## src/rtl/ccff_chain_loader_if.sv

```systemverilog
// Load-word stream, configuration-chain pins and tail-readback stream of the chain loader.
// The loader takes the slave view; the environment (fabric, data source, readback sink) takes the master view.
interface ccff_chain_loader_if;
  logic       in_valid;
  logic [7:0] in_data;
  logic       in_ready;
  logic [7:0] ccff_head;
  logic       ccff_shift_en;
  logic [7:0] ccff_tail;
  logic       rd_valid;
  logic [7:0] rd_data;
  logic       rd_ready;

  modport slave (
    input  in_valid, in_data, ccff_tail, rd_ready,
    output in_ready, ccff_head, ccff_shift_en, rd_valid, rd_data
  );

  modport master (
    output in_valid, in_data, ccff_tail, rd_ready,
    input  in_ready, ccff_head, ccff_shift_en, rd_valid, rd_data
  );
endinterface

```

## src/rtl/ccff_chain_loader.sv

```systemverilog
// Configuration-chain loader: shifts CHAIN_LEN words into eight scan chains, holds
// config_enable for SETTLE cycles afterwards, and optionally streams the bits leaving the chain tails.

module ccff_chain_loader_chk #(
  parameter int CHAIN_LEN = 1024
) (
  input logic        clk,
  input logic        rst_n,
  input logic        in_valid,
  input logic        in_ready,
  input logic        shift_en,
  input logic        rd_valid,
  input logic        busy,
  input logic        config_enable,
  input logic [15:0] shift_cnt
);
  localparam logic [15:0] LEN_C = 16'(CHAIN_LEN);

  a_rd_needs_shift: assert property (@(posedge clk) disable iff (!rst_n) rd_valid |-> shift_en);
  a_shift_is_hs:    assert property (@(posedge clk) disable iff (!rst_n) shift_en |-> (in_valid && in_ready));
  a_cnt_bounded:    assert property (@(posedge clk) disable iff (!rst_n) shift_cnt <= LEN_C);
  a_busy_cfg:       assert property (@(posedge clk) disable iff (!rst_n) busy == config_enable);
endmodule

module ccff_chain_loader #(
  parameter int CHAIN_LEN = 1024,
  parameter int SETTLE    = 2
) (
  input  logic                prog_clk,
  input  logic                prog_reset,
  input  logic                start,
  input  logic                abort,
  input  logic                readback_en,
  ccff_chain_loader_if.slave  bus,
  output logic                config_enable,
  output logic                busy,
  output logic                done,
  output logic                aborted,
  output logic [15:0]         shift_cnt
);

  typedef enum logic [1:0] {
    ST_IDLE   = 2'd0,
    ST_LOAD   = 2'd1,
    ST_SETTLE = 2'd2,
    ST_DONE   = 2'd3
  } state_t;

  localparam logic [15:0] LAST_SHIFT_C  = 16'(CHAIN_LEN - 1);
  localparam logic [3:0]  LAST_SETTLE_C = 4'(SETTLE - 1);

  state_t      state_r;
  logic [15:0] shift_cnt_r;
  logic [3:0]  settle_cnt_r;
  logic        rb_r;
  logic        done_r;
  logic        aborted_r;
  logic        config_enable_r;
  logic        busy_r;

  logic        in_ready_s;
  logic        shift_s;
  logic [7:0]  head_s;
  logic        rd_valid_s;
  logic [7:0]  rd_data_s;

  // Handshake and chain drive; the chains capture on the same edge that accepts the word.
  always_comb begin
    in_ready_s = 1'b0;
    shift_s    = 1'b0;
    head_s     = 8'd0;
    rd_valid_s = 1'b0;
    rd_data_s  = 8'd0;
    if (state_r == ST_LOAD) begin
      in_ready_s = !rb_r || bus.rd_ready;
    end else begin
      in_ready_s = 1'b0;
    end
    shift_s    = in_ready_s && bus.in_valid;
    // Head is forced low during reset so the chains see a quiet input.
    if (prog_reset) begin
      head_s = bus.in_data;
    end else begin
      head_s = 8'd0;
    end
    rd_valid_s = shift_s && rb_r;
    if (rd_valid_s) begin
      rd_data_s = bus.ccff_tail;
    end else begin
      rd_data_s = 8'd0;
    end
  end

  // Load sequencer with registered status outputs.
  always_ff @(posedge prog_clk or negedge prog_reset) begin
    if (!prog_reset) begin
      state_r         <= ST_IDLE;
      shift_cnt_r     <= 16'd0;
      settle_cnt_r    <= 4'd0;
      rb_r            <= 1'b0;
      done_r          <= 1'b0;
      aborted_r       <= 1'b0;
      config_enable_r <= 1'b0;
      busy_r          <= 1'b0;
    end else begin
      case (state_r)
        ST_IDLE, ST_DONE: begin
          if (start) begin
            state_r         <= ST_LOAD;
            rb_r            <= readback_en;
            shift_cnt_r     <= 16'd0;
            settle_cnt_r    <= 4'd0;
            done_r          <= 1'b0;
            aborted_r       <= 1'b0;
            config_enable_r <= 1'b1;
            busy_r          <= 1'b1;
          end
        end
        ST_LOAD: begin
          // A shift coinciding with abort still counts.
          if (shift_s) begin
            shift_cnt_r <= shift_cnt_r + 16'd1;
          end
          if (abort) begin
            state_r         <= ST_IDLE;
            aborted_r       <= 1'b1;
            config_enable_r <= 1'b0;
            busy_r          <= 1'b0;
          end else if (shift_s && (shift_cnt_r == LAST_SHIFT_C)) begin
            state_r      <= ST_SETTLE;
            settle_cnt_r <= 4'd0;
          end
        end
        ST_SETTLE: begin
          if (abort) begin
            state_r         <= ST_IDLE;
            aborted_r       <= 1'b1;
            config_enable_r <= 1'b0;
            busy_r          <= 1'b0;
          end else if (settle_cnt_r == LAST_SETTLE_C) begin
            state_r         <= ST_DONE;
            done_r          <= 1'b1;
            config_enable_r <= 1'b0;
            busy_r          <= 1'b0;
          end else begin
            settle_cnt_r <= settle_cnt_r + 4'd1;
          end
        end
        default: begin
          state_r         <= ST_IDLE;
          config_enable_r <= 1'b0;
          busy_r          <= 1'b0;
        end
      endcase
    end
  end

  assign bus.in_ready      = in_ready_s;
  assign bus.ccff_shift_en = shift_s;
  assign bus.ccff_head     = head_s;
  assign bus.rd_valid      = rd_valid_s;
  assign bus.rd_data       = rd_data_s;

  assign config_enable = config_enable_r;
  assign busy          = busy_r;
  assign done          = done_r;
  assign aborted       = aborted_r;
  assign shift_cnt     = shift_cnt_r;

  ccff_chain_loader_chk #(.CHAIN_LEN(CHAIN_LEN)) u_chk (
    .clk           (prog_clk),
    .rst_n         (prog_reset),
    .in_valid      (bus.in_valid),
    .in_ready      (in_ready_s),
    .shift_en      (shift_s),
    .rd_valid      (rd_valid_s),
    .busy          (busy_r),
    .config_enable (config_enable_r),
    .shift_cnt     (shift_cnt_r)
  );

endmodule

```

## src/flat_wrapper.sv

```systemverilog
// flat-port wrapper written by rule: the top's interface ports become plain ports
module ccff_chain_loader_flat 
#(
  parameter int CHAIN_LEN = 1024,
  parameter int SETTLE    = 2
)
  (prog_clk, prog_reset, start, abort, readback_en, config_enable, busy, done, aborted, shift_cnt, bus_in_valid, bus_in_data, bus_ccff_tail, bus_rd_ready, bus_in_ready, bus_ccff_head, bus_ccff_shift_en, bus_rd_valid, bus_rd_data);
  ccff_chain_loader_if bus_i ();
  input  logic prog_clk;
  input  logic prog_reset;
  input  logic start;
  input  logic abort;
  input  logic readback_en;
  output logic config_enable;
  output logic busy;
  output logic done;
  output logic aborted;
  output logic [15:0] shift_cnt;
  input wire logic [$bits(bus_i.in_valid)-1:0] bus_in_valid;
  input wire logic [$bits(bus_i.in_data)-1:0] bus_in_data;
  input wire logic [$bits(bus_i.ccff_tail)-1:0] bus_ccff_tail;
  input wire logic [$bits(bus_i.rd_ready)-1:0] bus_rd_ready;
  output wire logic [$bits(bus_i.in_ready)-1:0] bus_in_ready;
  output wire logic [$bits(bus_i.ccff_head)-1:0] bus_ccff_head;
  output wire logic [$bits(bus_i.ccff_shift_en)-1:0] bus_ccff_shift_en;
  output wire logic [$bits(bus_i.rd_valid)-1:0] bus_rd_valid;
  output wire logic [$bits(bus_i.rd_data)-1:0] bus_rd_data;
  assign bus_i.in_valid = bus_in_valid;
  assign bus_i.in_data = bus_in_data;
  assign bus_i.ccff_tail = bus_ccff_tail;
  assign bus_i.rd_ready = bus_rd_ready;
  assign bus_in_ready = bus_i.in_ready;
  assign bus_ccff_head = bus_i.ccff_head;
  assign bus_ccff_shift_en = bus_i.ccff_shift_en;
  assign bus_rd_valid = bus_i.rd_valid;
  assign bus_rd_data = bus_i.rd_data;
  ccff_chain_loader #(.CHAIN_LEN(CHAIN_LEN), .SETTLE(SETTLE)) u_core (.prog_clk(prog_clk), .prog_reset(prog_reset), .start(start), .abort(abort), .readback_en(readback_en), .bus(bus_i), .config_enable(config_enable), .busy(busy), .done(done), .aborted(aborted), .shift_cnt(shift_cnt));
endmodule
```

## config.mk

```make
export PLATFORM = sky130hd
export DESIGN_NAME = ccff_chain_loader_flat
export DESIGN_NICKNAME = d
export VERILOG_FILES = /design/src/rtl/ccff_chain_loader_if.sv /design/src/rtl/ccff_chain_loader.sv /design/src/flat_wrapper.sv
export SDC_FILE = /design/constraint.sdc
export NUM_CORES = 1
export LEC_CHECK = 0
export CORE_ASPECT_RATIO = 1.75
export CORE_UTILIZATION = 30
export CTS_CLUSTER_DIAMETER = 50
export DETAILED_ROUTE_END_ITERATION = 12
export GPL_TIMING_DRIVEN = 1
export SETUP_SLACK_MARGIN = 0.02
export SLEW_MARGIN = 20
export SYNTH_ARGS = -nofsm -noshare
export SYNTH_HDL_FRONTEND = slang
export SYNTH_SLANG_ARGS = --single-unit
```

## constraint.sdc

```tcl
create_clock -name prog_clk -period 2.8 [get_ports prog_clk]
set_clock_uncertainty 0.05 [all_clocks]
set_input_delay 0.42 -clock prog_clk [delete_from_list [all_inputs] [get_ports prog_clk]]
set_output_delay 0.42 -clock prog_clk [all_outputs]
set_load 0.03 [all_outputs]
```

-- Yosys cells after proc, flatten, opt, wreduce, memory -nomap -nowiden
Index checks and enable logic that the tools add are counted.
- word-level logic and storage cells: 71
- output and inout port bits: 39
- memory bits (writable): 0
- latch bits: 0
- bits in registers: 26
- memories kept: 0
- input port bits: 23
- ROM bits: 0
- add/sub/neg operators: 2
- mux-type cells: 29
- bitwise gates (word level): 0
- eq/ne operators: 16
- reductions and logical operators: 17
- magnitude comparators: 0
- div/mod/pow operators: 0
- multiply operators: 0
- shift operators: 0
- operator list (cell ; number):
    two-way mux 16 bit ; 2
    case mux 16 bit (2 select lines) ; 1
    two-way mux 4 bit ; 5
    adder 16 x 1 -> 16 bit (second input constant) ; 1
    == test 16 x 10 -> 1 bit (second input constant) ; 1
    two-way mux 8 bit ; 2
    != test 2 bit (second input constant) ; 6
    case mux 4 bit (3 select lines) ; 1
    two-way mux 2 bit ; 5
    two-way mux 1 bit ; 9
    AND reduction 3 bit ; 3
    != test 2 x 1 -> 1 bit (second input constant) ; 3
    case mux 2 bit (3 select lines) ; 1
    AND reduction 5 bit ; 1
    adder 4 x 1 -> 4 bit (second input constant) ; 1
    == test 2 bit (second input constant) ; 2
    == test 4 x 1 -> 1 bit (second input constant) ; 1
    case mux 1 bit (2 select lines) ; 2
    AND reduction 2 bit ; 2
    AND reduction 4 bit ; 1
    nonzero test 2 bit ; 2
    OR reduction 2 bit ; 2
    logical AND 1 bit ; 3
    != test 3 x 2 -> 1 bit (second input constant) ; 1
    other kinds (6) ; 6

-- Logic depth before layout (Yosys ltp)
Gate-level depths: netlist of run 1.
- depth after elaboration: 8
- mapped depth: 8
- gate-level depth less buffers: 7

-- Worst setup path before layout of run 1
Ideal clock, no wire load.
- path kind: flip-flop to output port
- start: register u_core.state_r[1]
- end: output port bus_rd_data[0]
- slack: 620 ps
- cell stages (with the launch flop): 7
- data required time: 2330 ps
- path buffers: 2
- arrival: 1710 ps
- cells stage by stage: dfrtp_1 inv_1 ha_1 buf_6 and3_2 clkbuf_1 and3_1
- longest elaborated chain between the ends: 5
- RTL lines (item ; line ; source):
    start, declared ; ccff_chain_loader.sv:52 ; state_t state_r;
    start signal, assigned ; ccff_chain_loader.sv:97 ; state_r <= ST_IDLE;
    start signal, assigned ; ccff_chain_loader.sv:109 ; state_r <= ST_LOAD;
    start signal, assigned ; ccff_chain_loader.sv:125 ; state_r <= ST_IDLE;
    == test 2 x 1 -> 1 bit ; ccff_chain_loader.sv:74 ; if (state_r == ST_LOAD) begin
    two-way mux 1 bit ; ccff_chain_loader.sv:74 ;
    logical AND 1 bit ; ccff_chain_loader.sv:79 ; shift_s = in_ready_s && bus.in_valid;
    via bus_ccff_shift_en ; flat_wrapper.sv:25 ; output wire logic [$bits(bus_i.ccff_shift_en)-1:0] bus_ccff_shift_en;
    logical AND 1 bit ; ccff_chain_loader.sv:86 ; rd_valid_s = shift_s && rb_r;
    two-way mux 8 bit ; ccff_chain_loader.sv:87 ; if (rd_valid_s) begin
    end, declared ; flat_wrapper.sv:27 ; output wire logic [$bits(bus_i.rd_data)-1:0] bus_rd_data;
The timed path passes the listed nets, and every way through them passes these cells.

-- Worst setup path in the final report of run 1
- start: input port bus_rd_ready
- end: output port bus_rd_data[0]
- longest elaborated chain between the ends: 5
- RTL lines (item ; line ; source):
    start, declared ; flat_wrapper.sv:22 ; input wire logic [$bits(bus_i.rd_ready)-1:0] bus_rd_ready;
    logical OR 1 bit ; ccff_chain_loader.sv:75 ; in_ready_s = !rb_r || bus.rd_ready;
    two-way mux 1 bit ; ccff_chain_loader.sv:74 ;
    logical AND 1 bit ; ccff_chain_loader.sv:79 ;
    logical AND 1 bit ; ccff_chain_loader.sv:86 ;
    two-way mux 8 bit ; ccff_chain_loader.sv:87 ;
Every way passes these cells.

==> results of run 1 <==
==> sequential cells by signal, indices dropped and copies added, names as in the netlist <==
signal and flops:
u_core.config_enable 1, u_core.done 1, u_core.shift_cnt 16, u_core.aborted 1, u_core.rb_r 1, u_core.state_r 2, u_core.settle_cnt_r 4
==> power by group through the flow <==
stage | Combinational (uW) | Sequential [uW] | Clock (uW)
after floorplan | 620 | 642 | 0
after global placement | 1070 | 570 | 0
after detailed placement | 1080 | 568 | 0
after CTS | 1080 | 561 | 222
after global routing | 1170 | 581 | 235
final | 1070 | 562 | 212
==> Yosys cell counts, types with 2 or more instances <==
| library cell | count | area (um2) |
|---|---|---|
| and3_2 | 2 | 15.0 |
| o21ai_0 | 19 | 95.1 |
| nor3_4 | 2 | 32.5 |
| nor3_1 | 6 | 30.0 |
| nor2_1 | 12 | 45.0 |
| clkbuf_1 | 4 | 15.0 |
| or2b_2 | 2 | 17.5 |
| a22o_1 | 4 | 35.0 |
| buf_6 | 2 | 22.5 |
| o31ai_1 | 2 | 15.0 |
| nand2b_1 | 3 | 18.8 |
| nand3b_1 | 2 | 15.0 |
| or3_1 | 3 | 18.8 |
| and3_1 | 9 | 56.3 |
| inv_1 | 8 | 30.0 |
| a21oi_1 | 4 | 20.0 |
| mux2_2 | 2 | 22.5 |
| and2_1 | 11 | 68.8 |
| xnor2_1 | 3 | 26.3 |
| nor2b_1 | 4 | 25.0 |
| mux2i_1 | 4 | 40.0 |
| ha_1 | 5 | 62.6 |
| nand2_1 | 23 | 86.3 |
| nand3_1 | 9 | 45.0 |
| o21ai_1 | 2 | 10.0 |
| dfrtp_1 | 26 | 651 |
| a31oi_1 | 3 | 18.8 |
| o211ai_1 | 2 | 15.0 |
==> area by class of cell <==
class | instances | area (um2)
multi-input cells | 152 | 961
clock buffers | 3 | 41.3
flip-flops and latches | 26 | 651
repair buffers | 67 | 636
fillers | 557 | 2930
well taps | 74 | 92.6
inverters | 8 | 30.0
==> critical path, delay by kind of cell <==
family                 cells  cell delay [ns]
buffers and inverters      2             0.98
AND/OR/NAND/NOR            3             0.81
==> through the flow <==
stage	setup slack (ns)	hold WS, ns	cell area (um2)
3_3_place_gp	0.139	0.455	2370
4_1_cts	0.123	0.486	2410
5_1_grt	0.0465	0.526	2410
3_5_place_dp	0.127	0.466	2370
2_1_floorplan	0.620	0.0744	1690
6_report	0.123	0.479	2410
==> logic make-up after synthesis <==
logic type | count (synthesis)
xor gates and xnor gates | 3
buffers and inverters | 16
adders and majority gates | 5
AOI/OAI and AO/OA | 40
muxes | 6
and+or+nand+nor | 98
DFF | 26
==> layout by cell type (no fill, tap or decap), types with 2 or more instances in the layout <==
master	count
a31oi_1	3
nand2_1	23
dfrtp_1	26
and3_1	9
mux2_2	2
xnor2_1	3
nor2b_1	4
or2b_2	2
o21ai_1	2
nor3_1	6
and3_2	2
o21ai_0	19
o31ai_1	2
inv_1	8
nor2_1	12
a22o_1	4
buf_4	14
clkbuf_8	3
nor3_4	2
nand3_1	9
nand3b_1	2
or3_1	3
and2_1	11
a21oi_1	4
mux2i_1	4
clkdlybuf4s50_1	53
o211ai_1	2
ha_1	5
nand2b_1	3
==> routing by layer <==
layer / track usage (%) / share of wire [%] / up-vias
li1: - / - / 809
met1: 17.5 / 40 / 785
met2: 29.1 / 57 / 32
met3: 1.15 / 2.1 / 4
met4: 5.86 / 1.3 / 0
met5: 0 / 0 / -
==> path summary, 6_finish.rpt <==
kind / endpoint / slack [ns] / depth (start not counted)
setup / recovery: bus_rd_data[0] / 0.12 / 5
hold / removal: u_core.shift_cnt[1]$_DFFE_PN0P_ / 0.48 / 2
setup reg to reg: u_core.settle_cnt_r[3]$_DFFE_PN0P_ / 0.60 / 6
hold reg to reg: u_core.shift_cnt[1]$_DFFE_PN0P_ / 0.48 / 2
max in group asynchronous: u_core.settle_cnt_r[1]$_DFFE_PN0P_ / 1.77 / 2
min in group asynchronous: u_core.shift_cnt[12]$_DFFE_PN0P_ / 0.67 / 2
==> results.toml, run 1 <==
[critical_path]
critPathLaunchType = "input port"
path_class = "in2out"
cp.arrival_ns = 2.21
regToRegStartpoint = "u_core.shift_cnt[0]$_DFFE_PN0P_"
required_ns = 2.33
critPathMaxStageDelay_ns = 0.59
cp_common_cell = "clkdlybuf4s50_1"
worst-path-max-fanout = 13
startpoint = "bus_rd_ready"
path_cells = "clkdlybuf4s50_1 > or2b_2 > and3_2 > and3_1 > clkdlybuf4s50_1"
end_kind = "primary output"
crit_slowest_cell = "clkdlybuf4s50_1"

[global_routing]
antenna_found_initial = 0
grt_max_degree = 27
grt_use_total_pct = 15.5
overflow = 0
grt_pass1_wl_um = 7100
grt_pass1_vias = 1486

[pwr]
p_per_area_nw_per_um2 = 764
power_uw = 1840
clock_power_share_pct = 11.5
vdd_drop_max_uv = 417
switching_power_uw = 851
p_leak_uw = 0.00103
p_sw_share_pct = 46.2
p_int_uw = 992
combPwrFrac_pct = 58.0
pwr-share-seq_pct = 30.5

[routing]
drc = 0
detail-route-antenna-nets = 0
drt-initial-drc-count = 38
num_vias = 1630
routedWlPerCell_um = 13.4
firstDrtPassIters = 4
via_per_inst = 4.94
drt_wl_total_um = 4420

[placed_design]
dp_cells = 327
globalplace.congestion = 0.808
portBuffers = 61
dp_hpwl_um = 3420

[yosys]
yosysWarnings = 0
muxShareOfSynthArea_pct = 3.70
synth_area_um2 = 1690
synth_cell_types = 44
synth_xor_area_share_pct = 1.55
synth_edf_count = 0
seq_area_frac_synth_pct = 38.5
syn-num-nets = 222
async_flop_share_pct = 100
syn_avg_cell_area_um2 = 8.72
ys_seq_elements = 26
yosys.area_share.simple_pct = 33.1
synth_top_family_by_area = "simple AND/OR/NAND/NOR gates"
ys.flop_type = "dfrtp_1"
synth_compound_area_share_pct = 14.8
yosys.area_share.adder_pct = 3.70
syn_inst = 194

[min_path]
hold_start = "u_core.shift_cnt[1]$_DFFE_PN0P_"
min_path_type = "reg2reg"

[floorplanning]
die_w_um = 58.8
die_area_um2 = 5950
row_count = 35
die-height_um = 101
io-pin-count = 62
start_util_pct = 31.7
core_area_um2 = 5340

[timing]
drv_slew = 0
hold_viol_final = 0
finalSetupViolCount = 0
fmax_mhz = 374
maxSlewHeadroom_pct = 69.2
period_needed_ns = 2.68
finalCritPeriodShare_pct = 95.6
finalSetupTns_ns = 0
rsz0062_at_grt = "false"
tightest_slew_ns = 0.461

[layout]
utilization_pct = 45.1
syn2layout_area_growth_pct = 42.5
antenna_cells = 0
layout.cells.non_filler = 330
drive_above_1_share_pct = 12.1
nNetsFinal = 286

[clock_network]
cts-buffers-inserted = 3
cts.sinks = 26
post-cts-setup-buffers = 0
cts_tree = "yes"
ctsHoldBuffers = 0
clockBufferDepth = 2
cts_repair_resize_count = 0
cts.clk_slew.worst_paths_ns = 0.09
htreeDepth = 1
clock_latency_ns = 0.27
cts_root_buf = "clkbuf_8"

[run_status]
outcome = "completed"

[run]
cap_viol_max_count = 0
Note: power is estimated with default switching activity, not from simulation.
==> run 2: changes to the inputs <==
Settings changed: ABC_AREA from default to 1.
==> run 2 against run 1 <==
Effect of this change: die area grew 5.7%; wire length grew 5.2%; critical path type unchanged; register-to-register slack gained 0.40 ns; largest cell class unchanged; sequential power shrank 12%; synthesized cell count grew 39%; sequential share of layout area shrank 0.74 points.
==> results.toml, run 2 <==
[layout]
nNetsFinal = 360
largest-register = "u_core.shift_cnt"
final_cell_mix = "nand2_1, inv_1, clkdlybuf4s50_1"
drive_above_1_share_pct = 11.2
top_regs = "u_core.shift_cnt x16, u_core.settle_cnt_r x4, u_core.state_r x2"
layout.cells.non_filler = 406
syn2layout_area_growth_pct = 38.4
final_common_cell = "nand2_1"
antenna_cells = 0
largest_reg_flops = 16

[timing]
fmax_mhz = 412
hold_viol_final = 0
finalCritPeriodShare_pct = 86.6
rsz0062_at_grt = "false"
tightest_slew_ns = 0.380
finalSetupViolCount = 0
maxSlewHeadroom_pct = 74.5
drv_slew = 0
finalSetupTns_ns = 0
period_needed_ns = 2.43

[clock_network]
clockBufferDepth = 2
cts_repair_resize_count = 0
cts.sinks = 26
ctsHoldBuffers = 0
cts-buffers-inserted = 3
cts_root_buf = "clkbuf_8"
post-cts-setup-buffers = 0
clock_latency_ns = 0.27
cts_tree = "yes"
cts.clk_slew.worst_paths_ns = 0.09
htreeDepth = 1

[critical_path]
crit_family = "buffers and inverters"
cp.arrival_ns = 1.96
crit_slowest_cell = "clkdlybuf4s50_1"
path_cells = "clkdlybuf4s50_1 > inv_1 > nand2_1 > nand2_1 > nor2_2 > clkdlybuf4s50_1"
worst-path-max-fanout = 4
required_ns = 2.33
path_class = "in2out"
critPathMaxStageDelay_ns = 0.71
critPathLaunchType = "input port"
crit_buf_inv = 3
end_kind = "primary output"

[global_routing]
overflow = 0
grt_max_degree = 27
grt_pass1_vias = 1804
grt_use_total_pct = 16.0
grt_pass1_wl_um = 7880
antenna_found_initial = 0

[pwr]
clock_power_share_pct = 14.1
switching_power_uw = 727
p_per_area_nw_per_um2 = 622
p_int_uw = 814
vdd_drop_max_uv = 275
combPwrFrac_pct = 53.7
power_uw = 1540
p_leak_uw = 0.00128
pwr-share-seq_pct = 32.2
p_sw_share_pct = 47.2

[routing]
num_vias = 1856
detail-route-antenna-nets = 0
drc = 0
drt-initial-drc-count = 108
firstDrtPassIters = 4
routedWlPerCell_um = 11.4
via_per_inst = 4.57
drt_wl_total_um = 4640

[placed_design]
globalplace.congestion = 0.850
portBuffers = 61
dp_cells = 403
dp_hpwl_um = 3640

[floorplanning]
die_area_um2 = 6290
io-pin-count = 62
die-height_um = 104
row_count = 36
start_util_pct = 31.5
die_w_um = 60.4
core_area_um2 = 5680

[yosys]
yosys-top-cells-count = "nand2_1, inv_1, nor2_1"
yosysTopAreaCell = "dfrtp_1"
syn_inst = 269
syn-num-nets = 297
syn_avg_cell_area_um2 = 6.66
yosys.area.top_type_share_pct = 36.3
yosysWarnings = 0
ys.flop_type = "dfrtp_1"
yosys-top-cells-area = "dfrtp_1, nand2_1, inv_1"
synth_edf_count = 0
synth_most_common_cell = "nand2_1"
synth_cell_types = 27
seq_area_frac_synth_pct = 36.3
ys_seq_elements = 26
async_flop_share_pct = 100
synth_area_um2 = 1790

[run]
cap_viol_max_count = 0

[run_status]
outcome = "completed"

[min_path]
min_path_type = "reg2reg"
==> run 2: cell type report <==
cell class | count | area, um2
multi-input combinational | 187 | 913
clock buffer | 3 | 41.3
timing repair buffer | 64 | 591
sequential | 26 | 651
fill | 616 | 3200
inverter | 50 | 188
tap | 76 | 95.1
==> run 2: final timing paths <==
path	cells past startpoint	startpoint	end	slack, ns
worst max-delay path	6	bus_rd_ready	bus_ccff_shift_en	0.37
worst min register to register	2	u_core.aborted$_DFFE_PN0P_	u_core.aborted$_DFFE_PN0P_	0.46
worst max register to register	9	u_core.state_r[1]$_DFFE_PN0P_	u_core.shift_cnt[2]$_DFFE_PN0P_	1.00
min in group asynchronous	2	prog_reset	u_core.settle_cnt_r[0]$_DFFE_PN0P_	0.73
worst min-delay path	2	u_core.aborted$_DFFE_PN0P_	u_core.aborted$_DFFE_PN0P_	0.46
max in group asynchronous	2	prog_reset	u_core.done$_DFFE_PN0P_	1.71
==> run 2: per-stage QoR <==
| step | hold slack [ns] | setup slack, ns | cell area (um2) | utilization (%) |
|---|---|---|---|---|
| CTS | 0.469 | 0.367 | 2480 | 43.7 |
| detailed placement | 0.442 | 0.371 | 2440 | 42.9 |
| global route | 0.507 | 0.275 | 2480 | 43.7 |
| finish | 0.462 | 0.374 | 2480 | 43.7 |
| global placement | 0.446 | 0.410 | 2440 | 42.9 |
| floorplan | 0.0744 | 0.557 | 1790 | - |
==> run 2: logic make-up (layout without fill, tap and decap cells) <==
kind of cell	count (synthesis)	after routing	synth area share [%]
and+or+nand+nor	151	151	37.7
adders and majority gates	5	5	3.49
AOI/OAI and AO/OA	27	27	7.90
buffers and inverters	56	117	12.6
DFF	26	26	36.3
xor gates and xnor gates	4	4	1.96
==> run 2: layer usage <==
metal / share of wire, % / global-route usage [%] / wire length [um]
met5: 0 / 0 / 0
met3: 2.9 / 1.24 / 134
met2: 54 / 28.6 / 2510
met4: 2.4 / 5.98 / 112
met1: 41 / 18.6 / 1880
==> run 2: power groups by stage <==
stage,Clock (uW),Combinational [uW],Sequential [uW]
after floorplan,0,504,562
final,218,827,496
after detailed placement,0,833,504
after global placement,0,830,504
after CTS,227,836,497
after global routing,244,918,506
==> run 2: worst reg2reg max path, stage by stage, from the launching register on <==
cell     delay (ns)
dfrtp_1        0.40
inv_1          0.06
ha_1           0.15
buf_4          0.26
nand3_1        0.13
o21ai_1        0.11
nand2_2        0.10
inv_2          0.24
nand2_1        0.09
a21oi_1        0.13
==> run 3: changes to the inputs <==
Settings changed: CAP_MARGIN from default to 15, CORE_ASPECT_RATIO 1.75 to 0.8.
==> run 3 against run 2 <==
Effect of this change: die area shrank 0.16%; hold slack got worse by 0.092 ns; highest routed layer unchanged; power rose by 0.53%; via count down 1.5%; sequential share of layout area shrank 0.092 points; cell count grew 0.49%; critical path depth stayed put; global-route usage down 0.95 points; register-to-register slack got worse by 0.16 ns; clock power up 15%; sequential cell count is the same.
==> results.toml, run 3 (synthesis gave the netlist of run 2 again) <==
[timing]
finalSetupViolCount = 0
finalSetupTns_ns = 0
tightest_slew_ns = 0.367
period_needed_ns = 2.42
fmax_mhz = 414
rsz0062_at_grt = "false"
maxSlewHeadroom_pct = 75.5
finalCritPeriodShare_pct = 86.3
hold_viol_final = 0
drv_slew = 0
final.setup.worst_slack_ns = 0.384
holdWs_ns = 0.370

[floorplanning]
die-height_um = 71.1
core_area_um2 = 5590
start_util_pct = 32.1
io-pin-count = 62
die_w_um = 88.4
die_area_um2 = 6280
row_count = 24

[min_path]
min_path_type = "in2async"

[critical_path]
regToRegStartpoint = "u_core.state_r[1]$_DFFE_PN0P_"
r2r_cells = 9
worst-path-max-fanout = 4
path_class = "in2out"
required_ns = 2.33
regToRegSetupSlack_ns = 0.84
end_kind = "primary output"
critPathLaunchType = "input port"
r2r-end = "u_core.shift_cnt[4]$_DFFE_PN0P_"
cp.arrival_ns = 1.95

[routing]
via_per_inst = 4.48
drc = 0
num_vias = 1829
detail-route-antenna-nets = 0
drt_wl_total_um = 4250
firstDrtPassIters = 4
drt-initial-drc-count = 71
routedWlPerCell_um = 10.4

[layout]
seq_area_um2 = 651
multi_input_area_um2 = 913
final_common_cell = "nand2_1"
antenna_cells = 0
largest-register = "u_core.shift_cnt"
top_regs = "u_core.shift_cnt x16, u_core.settle_cnt_r x4, u_core.state_r x2"
drive_above_1_share_pct = 11.2
final_cell_mix = "nand2_1, inv_1, clkdlybuf4s50_1"
syn2layout_area_growth_pct = 38.9
fillCellCount = 587
nNetsFinal = 359
utilization_pct = 44.5
largest_reg_flops = 16

[clock_network]
htreeDepth = 1
ctsHoldBuffers = 0
post-cts-setup-buffers = 0
cts_root_buf = "clkbuf_8"
cts_repair_resize_count = 0
cts_tree = "yes"
clock_latency_ns = 0.28
cts.clk_slew.worst_paths_ns = 0.09
cts-buffers-inserted = 3
clockBufferDepth = 2
cts.sinks = 26

[pwr]
p_per_area_nw_per_um2 = 623
p_leak_uw = 0.00129
vdd_drop_max_uv = 422

[global_routing]
grt_pass1_wl_um = 7530
grt_max_degree = 25
overflow = 0
antenna_found_initial = 0
grt_use_total_pct = 15.0
grt_pass1_vias = 1693

[placed_design]
place_ws_ns = 0.385
globalplace.congestion = 0.814
portBuffers = 61
dp_hpwl_um = 3290

[run]
cap_viol_max_count = 0

[run_status]
outcome = "completed"
## run 3: changes by cell type in the layout (fill, tap and decap cells not counted)
cell	delta
clkbuf_8	+1
buf_4	-1
## run 3: worst max path at each step
| stage | from | to | slack [ns] | cells past startpoint |
|---|---|---|---|---|
| after floorplan | u_core.state_r[1]$_DFFE_PN0P_ | bus_rd_data[0] | 0.56 | 6 |
| after global placement | bus_rd_ready | bus_ccff_shift_en | 0.40 | 6 |
| after detailed placement | bus_rd_ready | bus_ccff_shift_en | 0.39 | 6 |
| after CTS | bus_rd_ready | bus_ccff_shift_en | 0.38 | 6 |
| after global routing | bus_rd_ready | bus_ccff_shift_en | 0.28 | 6 |
| final | bus_rd_ready | bus_ccff_shift_en | 0.38 | 6 |
## run 3: cell type report
type                    count  area share [%]
multi-input cells         187            36.7
well taps                  78            3.92
flip-flops and latches     26            26.2
repair buffers             63            23.4
inverters                  50            7.55
clock buffers               4            2.21
## run 3: through the flow
stage | power, uW | std cells | area, um2
after floorplan | 1070 | 269 | 1790
after global placement | 1310 | 404 | 2430
after detailed placement | 1320 | 404 | 2430
after CTS | 1570 | 408 | 2490
after global routing | 1690 | 408 | 2490
final | 1550 | 408 | 2490
## run 3: routing by layer
| metal | global-route usage [%] | vias to the layer above | wire [um] |
|---|---|---|---|
| li1 | - | 964 | - |
| met1 | 21.8 | 795 | 2210 |
| met2 | 22.7 | 66 | 1690 |
| met3 | 3.50 | 4 | 324 |
| met4 | 3.23 | 0 | 27 |
| met5 | 0 | - | 0 |
## run 3: report_power, final
| part | internal, uW | switching, uW | leakage (uW) |
|---|---|---|---|
| clock | 126 | 125 | 0.0000288 |
| sequential | 436 | 58.0 | 0.000354 |
| combinational | 268 | 536 | 0.000903 |
| total | 830 | 719 | 0.00129 |
## run 3: worst max-delay path, cell delays in order
cell and delay, ns:
clkdlybuf4s50_1 0.46, inv_1 0.04, nand2_1 0.06, nand2_1 0.08
nor2_2 0.18, clkdlybuf4s50_1 0.71
